File: src/rtl/instr_fetch_unit.sv
// Instruction fetch stage: one imem read per PC value, at most one request
// outstanding. Fetched words go to decode through a registered output stage
// backed by a single skid entry. Branch/jump redirects take priority over
// everything else.
// Optional feature: define IFU_MISALIGN_TRAP_EN to trap misaligned PCs
// (FAULT state, if_exc). When it is undefined, pc[1:0] is ignored and if_exc
// is tied low.
//
// state | meaning
// IDLE  | just out of reset, moves to REQ on the next edge
// REQ   | presenting a request for pc
// WAIT  | request accepted, response owed (discard set: drop it)
// HOLD  | output and skid both full, waiting for decode to consume
// FAULT | misaligned pc reported, waiting for a redirect (trap build only)
module instr_fetch_unit #(
  parameter logic [31:0] NOP_INSTR = 32'h0000_0013,
  parameter logic [31:0] PC_STEP   = 32'd4
) (
  input  logic        clk,
  input  logic        rst_n,
  input  logic [31:0] pc,
  output logic [31:0] next_pc,
  input  logic        redirect_valid,
  input  logic [31:0] redirect_pc,
  output logic        imem_req_valid,
  input  logic        imem_req_ready,
  output logic [31:0] imem_req_addr,
  input  logic        imem_rsp_valid,
  input  logic [31:0] imem_rsp_data,
  output logic        if_valid,
  output logic [31:0] if_pc,
  output logic [31:0] if_instr,
  output logic        if_exc,
  input  logic        id_ready
);

`ifdef IFU_MISALIGN_TRAP_EN
  typedef enum logic [2:0] {ST_IDLE, ST_REQ, ST_WAIT, ST_HOLD, ST_FAULT} state_t;
`else
  typedef enum logic [2:0] {ST_IDLE, ST_REQ, ST_WAIT, ST_HOLD} state_t;
`endif

  state_t      state;
  logic        skid_valid;
  logic [31:0] skid_pc;
  logic [31:0] skid_instr;
  logic        discard;
  logic [31:0] req_pc;
  logic        misaligned;
  logic        accept;
  logic        consume;
  logic        redirect_act;

`ifdef IFU_MISALIGN_TRAP_EN
  assign misaligned = (pc[1:0] != 2'b00);
`else
  assign misaligned = 1'b0;
  assign if_exc     = 1'b0;
`endif

  // Request handshake, decode handshake and next-PC selection
  assign redirect_act   = redirect_valid && (state != ST_IDLE);
  assign imem_req_valid = (state == ST_REQ) && !redirect_valid && !misaligned;
  assign imem_req_addr  = {pc[31:2], 2'b00};
  assign accept         = imem_req_valid && imem_req_ready;
  assign consume        = if_valid && id_ready;
  assign next_pc        = redirect_act ? redirect_pc :
                          accept       ? pc + PC_STEP : pc;

  // Fetch FSM with output stage and skid; later assignments override earlier ones
  always_ff @(posedge clk or negedge rst_n) begin
    if (!rst_n) begin
      state      <= ST_IDLE;
      if_valid   <= 1'b0;
      if_pc      <= '0;
      if_instr   <= NOP_INSTR;
      skid_valid <= 1'b0;
      skid_pc    <= '0;
      skid_instr <= NOP_INSTR;
      discard    <= 1'b0;
      req_pc     <= '0;
`ifdef IFU_MISALIGN_TRAP_EN
      if_exc     <= 1'b0;
`endif
    end else begin
      // Decode took the output: refill from skid or go empty
      if (consume) begin
        if (skid_valid) begin
          if_pc      <= skid_pc;
          if_instr   <= skid_instr;
          skid_valid <= 1'b0;
        end else begin
          if_valid <= 1'b0;
          if_instr <= NOP_INSTR;
        end
`ifdef IFU_MISALIGN_TRAP_EN
        if_exc <= 1'b0;
`endif
      end

      if (redirect_act) begin
        if_valid   <= 1'b0;
        if_instr   <= NOP_INSTR;
        skid_valid <= 1'b0;
`ifdef IFU_MISALIGN_TRAP_EN
        if_exc     <= 1'b0;
`endif
        // A response still owed from memory must be swallowed before refetching
        if (state == ST_WAIT && !imem_rsp_valid) begin
          discard <= 1'b1;
          state   <= ST_WAIT;
        end else begin
          discard <= 1'b0;
          state   <= ST_REQ;
        end
      end else begin
        case (state)
          ST_IDLE: state <= ST_REQ;
          ST_REQ: begin
            if (misaligned) begin
`ifdef IFU_MISALIGN_TRAP_EN
              if_valid <= 1'b1;
              if_exc   <= 1'b1;
              if_pc    <= pc;
              if_instr <= NOP_INSTR;
              state    <= ST_FAULT;
`endif
            end else if (accept) begin
              req_pc <= imem_req_addr;
              state  <= ST_WAIT;
            end
          end
          ST_WAIT: begin
            if (imem_rsp_valid) begin
              if (discard) begin
                discard <= 1'b0;
                state   <= ST_REQ;
              end else if (!if_valid || consume) begin
                if_valid <= 1'b1;
                if_pc    <= req_pc;
                if_instr <= imem_rsp_data;
                state    <= ST_REQ;
              end else begin
                skid_valid <= 1'b1;
                skid_pc    <= req_pc;
                skid_instr <= imem_rsp_data;
                state      <= ST_HOLD;
              end
            end
          end
          ST_HOLD: begin
            if (consume) state <= ST_REQ;
          end
          default: state <= state;
        endcase
      end
    end
  end

endmodule
File: config.mk
export PLATFORM = sky130hd
export DESIGN_NAME = instr_fetch_unit
export DESIGN_NICKNAME = d
export VERILOG_FILES = /design/src/rtl/instr_fetch_unit.sv
export SDC_FILE = /design/constraint.sdc
export NUM_CORES = 1
export LEC_CHECK = 0
export BUFFER_PORTS_ARGS = -buffer_cell sky130_fd_sc_hd__buf_2
export CORE_ASPECT_RATIO = 0.75
export CORE_MARGIN = 3
export CORE_UTILIZATION = 24
export DETAILED_ROUTE_END_ITERATION = 10
export PLACE_DENSITY = 0.52
export SLEW_MARGIN = 20
export SYNTH_ARGS = -nofsm -noshare
export SYNTH_HDL_FRONTEND = slang
export SYNTH_SLANG_ARGS = --single-unit
export TNS_END_PERCENT = 5
File: constraint.sdc
create_clock -name clk -period 2.4 [get_ports clk]
set_input_delay 0.12 -clock clk [delete_from_list [all_inputs] [get_ports clk]]
set_output_delay 0.12 -clock clk [all_outputs]
set_load 0.05 [all_outputs]
---- Yosys cells after proc, flatten, opt, wreduce, memory -nomap -nowiden ----
Index checks and enable logic that the tools add are counted.
storage, ports and cells
  register bits ........................... 162
  bits in latches ......................... 0
  memory bits (writable) .................. 0
  ROM bits ................................ 0
  bits of input ports ..................... 102
  output and inout bits ................... 131
  word-level logic and storage cells ...... 78
  memories ................................ 0
operators by class
  add/subtract/negate cells ............... 1
  multiply operators ...................... 0
  div/mod/pow operators ................... 0
  magnitude comparators ................... 0
  eq/ne operators ......................... 6
  shift-type cells ........................ 0
  mux-type cells .......................... 41
  bitwise logic cells ..................... 3
  reductions and logical operators ........ 18
operator list
  kind                                                             number
  32-bit 2-to-1 mux                                                16
  32-bit by 3-bit adder with 32-bit output, second input constant  1
  1-bit 2-to-1 mux                                                 17
  3-bit 2-to-1 mux                                                 4
  3-bit one-hot mux with 4 select lines                            1
  3-bit inequality test, second input constant                     3
  3-bit by 2-bit == test with 1-bit output, second input constant  2
  2-bit 2-to-1 mux                                                 3
  1-bit logical AND                                                5
  5-bit AND reduction                                              1
  5-bit nonzero test                                               1
  4-bit AND reduction                                              1
  2-bit nonzero test                                               2
  3-bit by 1-bit == test with 1-bit output, second input constant  1
  1-bit zero test                                                  3
  3-bit zero test                                                  1
  1-bit NOT                                                        3
  3-bit AND reduction                                              1
  3-bit nonzero test                                               1
  2-bit AND reduction                                              1
  1-bit logical OR                                                 1

---- Longest topological paths before layout ----
Gate-level depths: netlist of the first run.
  depth after elaboration ................. 7
  gate-level depth with buffers ........... 8

---- Least setup slack after synthesis of the first run ----
No wires, ideal clock.
  path kind ............................... reg2out
  start point ............................. register state[1]
  end point ............................... output port next_pc[30]
  arrival time ............................ 2.824 ns
  required time ........................... 2.280 ns
  slack ................................... -0.544 ns
  cell stages (with the launch flop) ...... 9
  path buffers ............................ 2
  cells stage by stage .................... dfrtp_1 inv_1 ha_1 buf_4 nand4b_2 or3_4 buf_6 or4b_1 a31oi_1
on the way
  longest elaborated chain between the ends .. 5
  elaborated cells on any way between the ends .. 7
  classes of those cells .................. eq/ne: 1; mux: 2; reduce/logical: 4
ends and longest elaborated chain
  item                                      line  text
  start, declared                           43    state_t state;
  start signal, assigned                    154   default: state <= state;
  3-bit by 1-bit == test with 1-bit output  63    assign imem_req_valid = (state == ST_REQ) && !redirect_valid && !misaligned;
  1-bit logical AND                         63
  1-bit logical AND                         65    assign accept = imem_req_valid && imem_req_ready;
  32-bit 2-to-1 mux                         68    accept ? pc + PC_STEP : pc;
  32-bit 2-to-1 mux (*)                     67    assign next_pc = redirect_act ? redirect_pc :
  end, declared                             22    output logic [31:0] next_pc,
Mark *: on every way between the ends. The rest lies on a longest branch, timed or not.

---- Final worst setup path of the first run ----
  start point ............................. register state[1]
  end point ............................... output port next_pc[29]
Same word-level chain as after synthesis.

==> metrics, run 1 <==
pwr/cell area=about 1100 mW/mm^2; Setup crit start kind=flop; register area share after synthesis=49.8%; post-synthesis cell area=0.00811 sq mm; setup TNS=-3.80 ns; Fin Clk Skew=approximately 0.012 ns; CP top delay family=simple AND/OR/NAND/NOR gates; ANT cells=0; count of different cell masters after synthesis=50; Starting Density=between 20% and 30%; RSZ-0062 raised after global routing=true; RR Startpoint=state[0]; cell count of the worst reg-to-reg path=7; crit path launch=state[1]; H-tree levels=4; Final WS setup=-0.367 ns; Max stage delay on crit path=about 0.53 ns; final estimated routing congestion in global placement=~0.79; EDFF count, synth=0; initial antenna violation count=0; Max IR drop VDD=0.000663 V; number of global-route vias before repair=between 7,000 and 8,000; final hold violations=0; final instance area=0.0115 sq mm; multiplexer area fraction after synthesis=between 10 and 15%; Hold Path Class=in2reg; utilization after layout=around a third; DRC Markers=0; reg-to-reg slack, setup=around 0.27 ns; Synth area leaders=dfrtp_1, mux2_2, nand2_1; Final nets=about 1,200; clock root cell=clkbuf_16; share of the synthesized area in the top cell type=between 40% and 50%; CP max stage cell=or4_4; status=complete, but fails checks; Yosys top cell by area=dfrtp_1; largest family of logic cells by synthesized area=simple AND/OR/NAND/NOR gates; Port Buffer Count=229; Max Cap Viol=0; Top FF cell, synth=dfrtp_1; DIE WIDTH=about 220 um; fraction of registers with async set/reset=100%; Critical Path AT=2.65 ns; global-route wire length before repair=approximately 43 mm; R2R Path End=skid_instr[18]; Adder-Cell Fraction of Synth Area=0.926%; wire per inst=~18 um; Max Fclk=approximately 360 MHz; antenna viol nets, final=0; largest net degree at the start of global routing=62; vias per inst=~4.7; endpoint class of the critical path=output port; CTS tree=built; final-layout fill cell count=about 3,300; initial DRC count=between 400 and 500; complex-gate fraction of the synthesized area=between 10% and 20%; Mapped Cells=a little over 800; xor-xnor portion of the synthesized cell area=less than 1%; CP required=2.28 ns; total number of vias=roughly 7,300; Worst slew margin=between 60% and 70%; Setup crit end=next_pc[29]; CTS Buffer Depth=2; Ports=233; cell area after placement=0.0101 sq mm; failing checks=setup timing; simple-gate area share of the yosys netlist=19.1%; Final Critical Period=roughly 2.8 ns; detailed-placement wirelength estimate=between 15 and 20 mm; Die ar.=0.0360 sq mm; Skew-Pair Late Insertion Delay=about 0.44 ns; Final Max Slew Viols=0; layout cell share with drive strength beyond 1=slightly below 40%; final WL=about 28 mm; P_leak=approximately 5.6 nW; Die Y=roughly 170 um; Num CTS Buffers=17; syn avg cell area=between 9 and 10 sq um; CP Cell Sequence=inv_2, ha_4, nand4b_1, or4_4, buf_4, o41ai_1, a31oi_1, buf_12; # setup viols final=15; Area growth syn-to-layout=41.3%; CP Class=reg2out; CP Depth=8; pre-CTS setup slack=-0.136 ns; sum of buffers and inverters on the critical path=3; row cnt=57; final worst-path cycle share=115%; clock sink total=161; Synthesis Warnings=0; GRT Total Usage=15.7%; total core area=0.0328 sq mm; worst-margin pin slew=a little under 0.6 ns; gr ovfl total=0; Reg clk slew, reported paths=~0.070 ns; crit-path max FO=10; Total Power=12.3 mW; Initial DRT Pass Iterations=4; Synth Register Bits=161
registers in the layout (all words and copies together), names as in the netlist:
name,count
if_valid,1
skid_pc,30
state,2
if_pc,32
req_pc,30
skid_valid,1
if_instr,32
skid_instr,32
discard,1
timing repair:
item	CTS	global route
hold buffers	49	0
endpoints found under the setup margin	29	32
pin swaps	10	12
buffers inserted	0	0
hold endpoints to repair	136	0
gates cloned	1	0
resized for setup	52	32
layout make-up:
class | instances | area, sq um | area share [%]
sequential | 161 | 4040 | 35.2
multi-input combinational | 573 | 3910 | 34.1
clock buffer | 20 | 457 | 3.99
timing repair buffer | 334 | 2370 | 20.7
tap | 442 | 553 | 4.83
clock inverter | 12 | 100 | 0.873
inverter | 10 | 37.5 | 0.328
worst register-to-register path, cell delays in order (launching register included):
cell      delay [ns]
dfrtp_1         0.42
buf_4           0.16
inv_2           0.08
ha_1            0.22
nand3b_1        0.14
nor3_2          0.32
buf_12          0.28
mux2_2          0.39
metal layers:
layer,up-vias,GRT usage (%),wire length (um),part of all wire [%]
li1,3447,-,-,-
met4,0,5.24,591,2.1
met1,3624,21.9,13400,48
met3,34,3.84,1370,4.9
met5,-,0,0,0
met2,173,23.8,12800,45
how the worst min path moves through the flow:
stage	startpoint	depth (start not counted)	slack, ns	end
detailed placement	rst_n	1	0.15	if_pc[16]
global placement	rst_n	1	0.15	if_pc[16]
global route	pc[9]	4	0.05	req_pc[9]
finish	pc[9]	4	0.05	req_pc[9]
floorplan	rst_n	0	-0.18	discard
CTS	pc[9]	4	0.01	req_pc[9]
logic make-up (layout without fill, tap and decap cells):
logic type / after synthesis / in the layout
flip-flops: 161 / 161
AO/OA/AOI/OAI: 127 / 127
multiplexers: 92 / 92
buffers and inverters: 99 / 376
adder cells (fa/ha/maj): 6 / 6
XOR/XNOR: 9 / 9
AND/OR/NAND/NOR: 335 / 336
other: 1 / 3
power breakdown:
part / leakage, nW / internal (mW) / switching [mW]
clock: 0.266 / 1.40 / 1.23
combinational: 3.15 / 1.66 / 3.87
sequential: 2.14 / 3.56 / 0.528
metrics by stage:
step | hold slack [ns] | instances
after floorplan | -0.176 | 832
after global placement | 0.151 | 1470
after detailed placement | 0.149 | 1470
after CTS | 0.0116 | 1552
after global routing | 0.0451 | 1552
final | 0.0526 | 1552
cells in the mapped netlist, types with 2 or more instances:
master    instances
nor3_1            7
or4_1            10
or3_1             2
xor2_1            3
buf_2             9
a311oi_1         29
buf_4            34
o21ai_0          51
mux2_2           62
buf_1             8
xnor2_1           6
nor2_1           52
nand3b_1          5
nand2_1         176
a22oi_1           2
buf_6             2
inv_1            10
nand2b_1          3
dfrtp_1         155
nand4_1           7
mux2i_1          30
and4_1            2
dfstp_2           6
clkbuf_1         36
nor2b_1           4
and2_1            4
a21oi_1           3
nor4_1            4
o41ai_1           5
o211ai_1          5
and3_1            3
o31ai_1           9
nand3_1          43
a31oi_1          18
nand4b_1          5
ha_1              6
cell usage in the layout (no fill, tap or decap), types with 4 or more instances in the layout:
| master | n |
|---|---|
| a311oi_1 | 29 |
| a31oi_1 | 7 |
| a31oi_4 | 9 |
| and2_1 | 4 |
| buf_12 | 14 |
| buf_2 | 199 |
| buf_4 | 55 |
| buf_6 | 14 |
| clkbuf_16 | 17 |
| dfrtp_1 | 155 |
| dfstp_2 | 6 |
| dlygate4sd3_1 | 49 |
| ha_1 | 4 |
| inv_1 | 8 |
| inv_6 | 4 |
| mux2_2 | 62 |
| mux2i_1 | 30 |
| nand2_1 | 172 |
| nand2_2 | 4 |
| nand3_1 | 43 |
| nand3b_1 | 5 |
| nand4_1 | 7 |
| nand4b_1 | 5 |
| nor2_1 | 51 |
| nor3_2 | 4 |
| o211ai_1 | 5 |
| o21ai_0 | 47 |
| o21ai_1 | 4 |
| o31ai_1 | 7 |
| o41ai_1 | 4 |
| or4_1 | 4 |
| or4_4 | 7 |
| xnor2_1 | 5 |
No activity file was read; power rests on OpenSTA's default activity.
==> run 2, diff against run 1 <==
--- a/config.mk
+++ b/config.mk
@@ -10,7 +10,6 @@
 export CORE_MARGIN = 3
 export CORE_UTILIZATION = 24
 export DETAILED_ROUTE_END_ITERATION = 10
-export PLACE_DENSITY = 0.52
 export SLEW_MARGIN = 20
 export SYNTH_ARGS = -nofsm -noshare
 export SYNTH_HDL_FRONTEND = slang
==> run 2 against run 1 <==
Net effect: the flow still finishes with violations (setup timing); setup slack better by 0.044 ns; first-iteration DRC count is 6.0% higher; hold slack worse by 0.011 ns; routed wire length up 0.15%; combinational power about the same; critical endpoint is now next_pc[30]; highest routed layer unchanged.
==> metrics, run 2 (synthesis gave the netlist of run 1 again) <==
P_leak=5.66 nW (+2.0%); DRC Markers=0 (unchanged); reg-to-reg slack, setup=0.14 ns (-0.13 ns); largest net degree at the start of global routing=71 (+15%); Max Cap Viol=0 (unchanged); final-layout fill cell count=3,336 (+0.15%); Hold Path Class=in2reg; cell area after placement=0.0101 sq mm (+0.35%); final instance area=0.0116 sq mm (+1.4%); pwr/cell area=1080 mW/mm^2 (+0.82%); R2R Path End=if_instr[29]; Reg clk slew, reported paths=0.08 ns (about the same); global-route wire length before repair=42.6 mm (about the same); CTS Buffer Depth=2 (unchanged); Final Max Slew Viols=0 (unchanged); Hold Path Sink=req_pc[17]; Psw=5.70 mW (+1.2%); GRT Total Usage=15.6% (-0.081 points); CP Class=reg2out; Starting Density=24.7% (unchanged); Max Fclk=367 MHz (+1.6%); CTS tree=built; Setup crit start kind=flop; Area growth syn-to-layout=43.4%; Gate power share=44.4% (-0.8 points); Final WS setup=-0.322 ns (+0.0445 ns); RSZ-0062 raised after global routing=true; Initial DRT Pass Iterations=5 (+1); biggest regs=if_instr x32, if_pc x32, skid_instr x32; Die ar.=0.0360 sq mm (unchanged); CP max stage cell=or4b_4; H-tree levels=4 (unchanged); wire per inst=18.1 um (-0.43%); Fin Clk Skew=0.0137 ns (+0.00151 ns); pre-CTS setup slack=-0.192 ns (-0.0557 ns); gr ovfl total=0 (unchanged); clock network power share=23.1% (+1.6 points); vias per inst=4.68 (-0.18%); final worst-path cycle share=113% (-1.9 points); endpoint class of the critical path=output port; leading cell type in the layout, fill and taps excluded=buf_2; total core area=0.0328 sq mm (unchanged); # setup viols final=22 (+7); Max stage delay on crit path=0.57 ns (+0.04 ns); initial DRC count=495 (+6.0%); final hold violations=0 (unchanged); cell count of the worst reg-to-reg path=10 (+3); Max IR drop VDD=0.000486 V (-27%); total number of vias=7,307 (+0.40%); hold path depth=3 (-1); DIE WIDTH=218 um (unchanged); final WL=28.2 mm (+0.15%); Sequential Power Share=32.5% (-0.9 points); Final Critical Period=2.72 ns (-0.0445 ns); commonest cells after routing, fill and taps aside=buf_2, nand2_1, dfrtp_1; Final nets=1,212 (+0.58%); final estimated routing congestion in global placement=0.804 (+2.1%); Die Y=165 um (unchanged); clock sink total=161 (unchanged); initial antenna violation count=2 (+2); detailed-placement wirelength estimate=19.4 mm (about the same); Skew-Pair Late Insertion Delay=0.45 ns (about the same); worst-margin pin slew=0.713 ns (+0.134 ns); number of global-route vias before repair=7,241 (+2.3%); CP Cell Sequence=inv_2, ha_4, nand4b_4, or3_4, or4b_4, a31oi_4, buf_12; clock root cell=clkbuf_16; Ports=233 (unchanged); layout cell share with drive strength beyond 1=39.8% (+0.74 points); crit-path max FO=5 (-5); CP required=2.28 ns (about the same); Worst slew margin=52.5% (-8.8 points); Hold Crit Start=pc[17]; internal power=6.84 mW (+3.2%); antenna viol nets, final=0 (unchanged); Num CTS Buffers=17 (unchanged); Critical Path AT=2.60 ns (-0.05 ns); Port Buffer Count=229 (unchanged); RR Startpoint=state[1]; switching part of the total=45.4% (-0.50 points); row cnt=57 (unchanged); failing checks=setup timing; status=complete, but fails checks
## run 2: cell count changes in the layout (fill, tap and decap cells not counted), sizes merged
cell	delta
inv	+4
diode	+2
bufinv	+2
clkbuf	-5
clkinvlp	-3
buf	+9
## run 2: stage by stage
stage / instances / total power, mW / TNS [ns] / hold slack [ns] / util, %
6_report: 1561 / 12.5 / -4.60 / 0.0413 / 35.4
5_1_grt: 1561 / 13.3 / -7.97 / 0.0307 / 35.4
4_1_cts: 1555 / 12.6 / -5.24 / 0.0138 / 34.9
3_5_place_dp: 1471 / 9.44 / -0.418 / 0.202 / 30.8
3_3_place_gp: 1471 / 9.36 / -0.172 / 0.203 / 30.8
2_1_floorplan: 832 / 7.74 / -2.66 / -0.176 / -
## run 2: cell type report
| class | count | area, sq um | area share [%] |
|---|---|---|---|
| sequential | 161 | 4040 | 34.7 |
| timing repair buffer | 341 | 2430 | 20.9 |
| tap | 442 | 553 | 4.76 |
| inverter | 10 | 37.5 | 0.323 |
| multi-input combinational | 573 | 3940 | 33.9 |
| antenna | 2 | 5.00 | 0.0431 |
| clock inverter | 15 | 193 | 1.66 |
| clock buffer | 17 | 425 | 3.66 |
## run 2: worst max-delay path by stage
stage	from	endpoint	cells after the start
floorplan	state[1]	next_pc[6]	8
global placement	state[1]	next_pc[28]	7
detailed placement	state[1]	next_pc[28]	7
CTS	state[1]	next_pc[27]	7
global route	state[1]	next_pc[30]	7
finish	state[1]	next_pc[30]	7
## run 2: critical path: cells and delay by family, from the launching register on
family,cells,cell delay (ns)
fa+ha+maj,1,0.16
simple gates,3,1.15
compound gates,1,0.20
buf+inv,2,0.24
flops,1,0.40
## run 2: timing repair
action / CTS / global route
pin swaps: 12 / 13
setup buffers: 2 / 4
gates resized for setup: 55 / 25
endpoints found under the hold margin: 145 / 0
cloned: 1 / 0
hold buffers: 49 / 0
setup endpoints to repair: 27 / 32
## run 2: power groups by stage
| stage | Sequential, mW | Combinational (mW) | Clock, mW |
|---|---|---|---|
| after CTS | 4.08 | 5.54 | 2.99 |
| final | 4.08 | 5.56 | 2.90 |
| after global routing | 4.20 | 5.97 | 3.11 |
| after detailed placement | 4.12 | 5.31 | 0 |
| after global placement | 4.10 | 5.26 | 0 |
| after floorplan | 5.57 | 2.17 | 0 |
## run 2: per-layer routing
metal | share of wire [%] | up-vias | GRT usage [%]
li1 | - | 3452 | -
met1 | 46 | 3644 | 20.8
met2 | 47 | 189 | 24.7
met3 | 5.9 | 22 | 4.46
met4 | 1.2 | 0 | 4.47
met5 | 0 | - | 0
==> run 3, diff against run 2 <==
--- a/config.mk
+++ b/config.mk
@@ -10,6 +10,7 @@
 export CORE_MARGIN = 3
 export CORE_UTILIZATION = 24
 export DETAILED_ROUTE_END_ITERATION = 10
+export RECOVER_POWER = 50
 export SLEW_MARGIN = 20
 export SYNTH_ARGS = -nofsm -noshare
 export SYNTH_HDL_FRONTEND = slang
==> run 3 against run 2 <==
Net effect: the run ends with capacitance limit, slew limit, setup timing left; clock skew is 0.0013 ns lower; non-clock buffer count unchanged; clock-buffer cell count stayed put; first-iteration DRC count decreased by 3.4%; utilization fell by 0.30 points; flip-flop and latch count is the same; critical endpoint unchanged; highest routed layer unchanged.
==> metrics, run 3 (synthesis gave the netlist of run 1 again) <==
total number of vias=7,289 (-0.25%); initial DRC count=478 (-3.4%); final worst-path cycle share=114% (about the same); Total Power=12.5 mW (-0.39%); Setup crit start kind=flop; Area growth syn-to-layout=42.1%; R2R Path End=if_instr[29]; P_leak=5.48 nW (-3.1%); antenna viol nets, final=0 (unchanged); RR Startpoint=state[1]; number of global-route vias before repair=7,241 (unchanged); cell count of the worst reg-to-reg path=10 (unchanged); global-route wire length before repair=42.6 mm (unchanged); Gate power share=44.1% (-0.3 points); CTS tree=built; switching part of the total=45.7% (+0.22 points); final estimated routing congestion in global placement=0.804 (unchanged); layout cell share with drive strength beyond 1=35.5% (-4.3 points); leading cell type in the layout, fill and taps excluded=nand2_1; final hold violations=0 (unchanged); Initial DRT Pass Iterations=5 (unchanged); hold path depth=3 (unchanged); Final Critical Period=2.72 ns (+0.00175 ns); GRT Total Usage=15.6% (unchanged); wire per inst=18.1 um (-0.16%); commonest cells after routing, fill and taps aside=nand2_1, buf_2, dfrtp_1; total core area=0.0328 sq mm (unchanged); failing checks=capacitance limit, slew limit, setup timing; Final Max Slew Viols=71 (+71); # setup viols final=22 (unchanged); Port Buffer Count=229 (unchanged); clock network power share=23.2% (about the same); Final nets=1,212 (unchanged); CTS Buffer Depth=2 (unchanged); crit-path max FO=5 (unchanged); Starting Density=24.7% (unchanged); Sequential Power Share=32.7% (+0.2 points); final WL=28.2 mm (-0.16%); clock sink total=161 (unchanged); worst-margin pin slew=1.87 ns (+1.16 ns); internal power=6.79 mW (-0.79%); gr ovfl total=0 (unchanged); CP Class=reg2out; Ports=233 (unchanged); status=complete, but fails checks; biggest regs=if_instr x32, if_pc x32, skid_instr x32; Die ar.=0.0360 sq mm (unchanged); H-tree levels=4 (unchanged); detailed-placement wirelength estimate=19.4 mm (unchanged); Skew-Pair Late Insertion Delay=0.45 ns (about the same); RSZ-0062 raised after global routing=true; vias per inst=4.67 (-0.25%); Hold Path Sink=req_pc[17]; Psw=5.70 mW (about the same); reg-to-reg slack, setup=0.14 ns (about the same); Critical Path AT=2.60 ns (about the same); Max IR drop VDD=0.000487 V (about the same); final instance area=0.0115 sq mm (-0.85%); endpoint class of the critical path=output port; CP required=2.28 ns (about the same); Max Fclk=367 MHz (about the same); Reg clk slew, reported paths=0.08 ns (about the same); pwr/cell area=1080 mW/mm^2 (+0.46%); DIE WIDTH=218 um (unchanged); cell area after placement=0.0101 sq mm (unchanged); clock root cell=clkbuf_16; row cnt=57 (unchanged); Fin Clk Skew=0.0124 ns (-0.00134 ns); Die Y=165 um (unchanged); DRC Markers=0 (unchanged); initial antenna violation count=2 (unchanged); Hold Crit Start=pc[17]; Num CTS Buffers=17 (unchanged); hold slack final=0.0450 ns (+0.00367 ns); Final WS setup=-0.324 ns (-0.00175 ns); Max Cap Viol=1 (+1); Hold Path Class=in2reg; Worst slew margin=-24.9% (-77 points); largest net degree at the start of global routing=71 (unchanged); utilization after layout=35.1% (-0.30 points)
[run 3: cell count changes in the layout (fill, tap and decap cells not counted), sizes merged]
cell | before | now
buf | 292 | 241
clkbuf | 17 | 68
[run 3: power by group through the flow]
stage,combinational [mW],sequential [mW],clock (mW)
after detailed placement,5.31,4.12,0
final,5.51,4.08,2.90
after floorplan,2.17,5.57,0
after global placement,5.26,4.10,0
after global routing,5.91,4.20,3.11
after CTS,5.54,4.08,2.99
[run 3: worst max path at each step]
stage                         from     endpoint  cells past startpoint
final                     state[1]  next_pc[30]                      7
after global routing      state[1]  next_pc[30]                      7
after CTS                 state[1]  next_pc[27]                      7
after detailed placement  state[1]  next_pc[28]                      7
after global placement    state[1]  next_pc[28]                      7
after floorplan           state[1]   next_pc[6]                      8
[run 3: per-layer routing]
layer	share of wire (%)	wire length, um	GRT usage (%)	up-vias
li1	-	-	-	3453
met3	5.6	1590	4.46	20
met4	1.3	378	4.47	0
met5	0	0	0	-
met1	46	13000	20.8	3638
met2	47	13200	24.7	178
[run 3: metrics by stage]
step	TNS, ns	cells	setup WS [ns]
3_5_place_dp	-0.418	1471	-0.192
6_report	-4.56	1561	-0.324
4_1_cts	-5.24	1555	-0.396
2_1_floorplan	-2.66	832	-0.236
3_3_place_gp	-0.172	1471	-0.153
5_1_grt	-13.90	1561	-0.425
[run 3: repair_timing]
| item | 4_1_cts | 5_1_grt |
|---|---|---|
| setup endpoints to repair | 27 | 32 |
| hold buffers | 49 | 0 |
| buffers inserted | 2 | 4 |
| pin swaps | 12 | 13 |
| resized for setup | 55 | 25 |
| hold endpoints to repair | 145 | 0 |
| cloned | 1 | 0 |
[run 3: critical path, cell delays in order (launching register included)]
cell	delay (ns)
dfrtp_1	0.40
inv_2	0.08
ha_4	0.16
nand4b_4	0.12
or3_4	0.46
or4b_4	0.57
a31oi_4	0.20
buf_12	0.16
[run 3: area by class of cell]
cell class / count / area, sq um
Inverter: 10 / 37.5
Clock buffer: 17 / 425
Tap cell: 442 / 553
Multi-Input combinational cell: 573 / 3940
Timing Repair Buffer: 341 / 2340
Antenna cell: 2 / 5.00
Sequential cell: 161 / 4040
Clock inverter: 15 / 193
Fill cell: 3366 / 21300
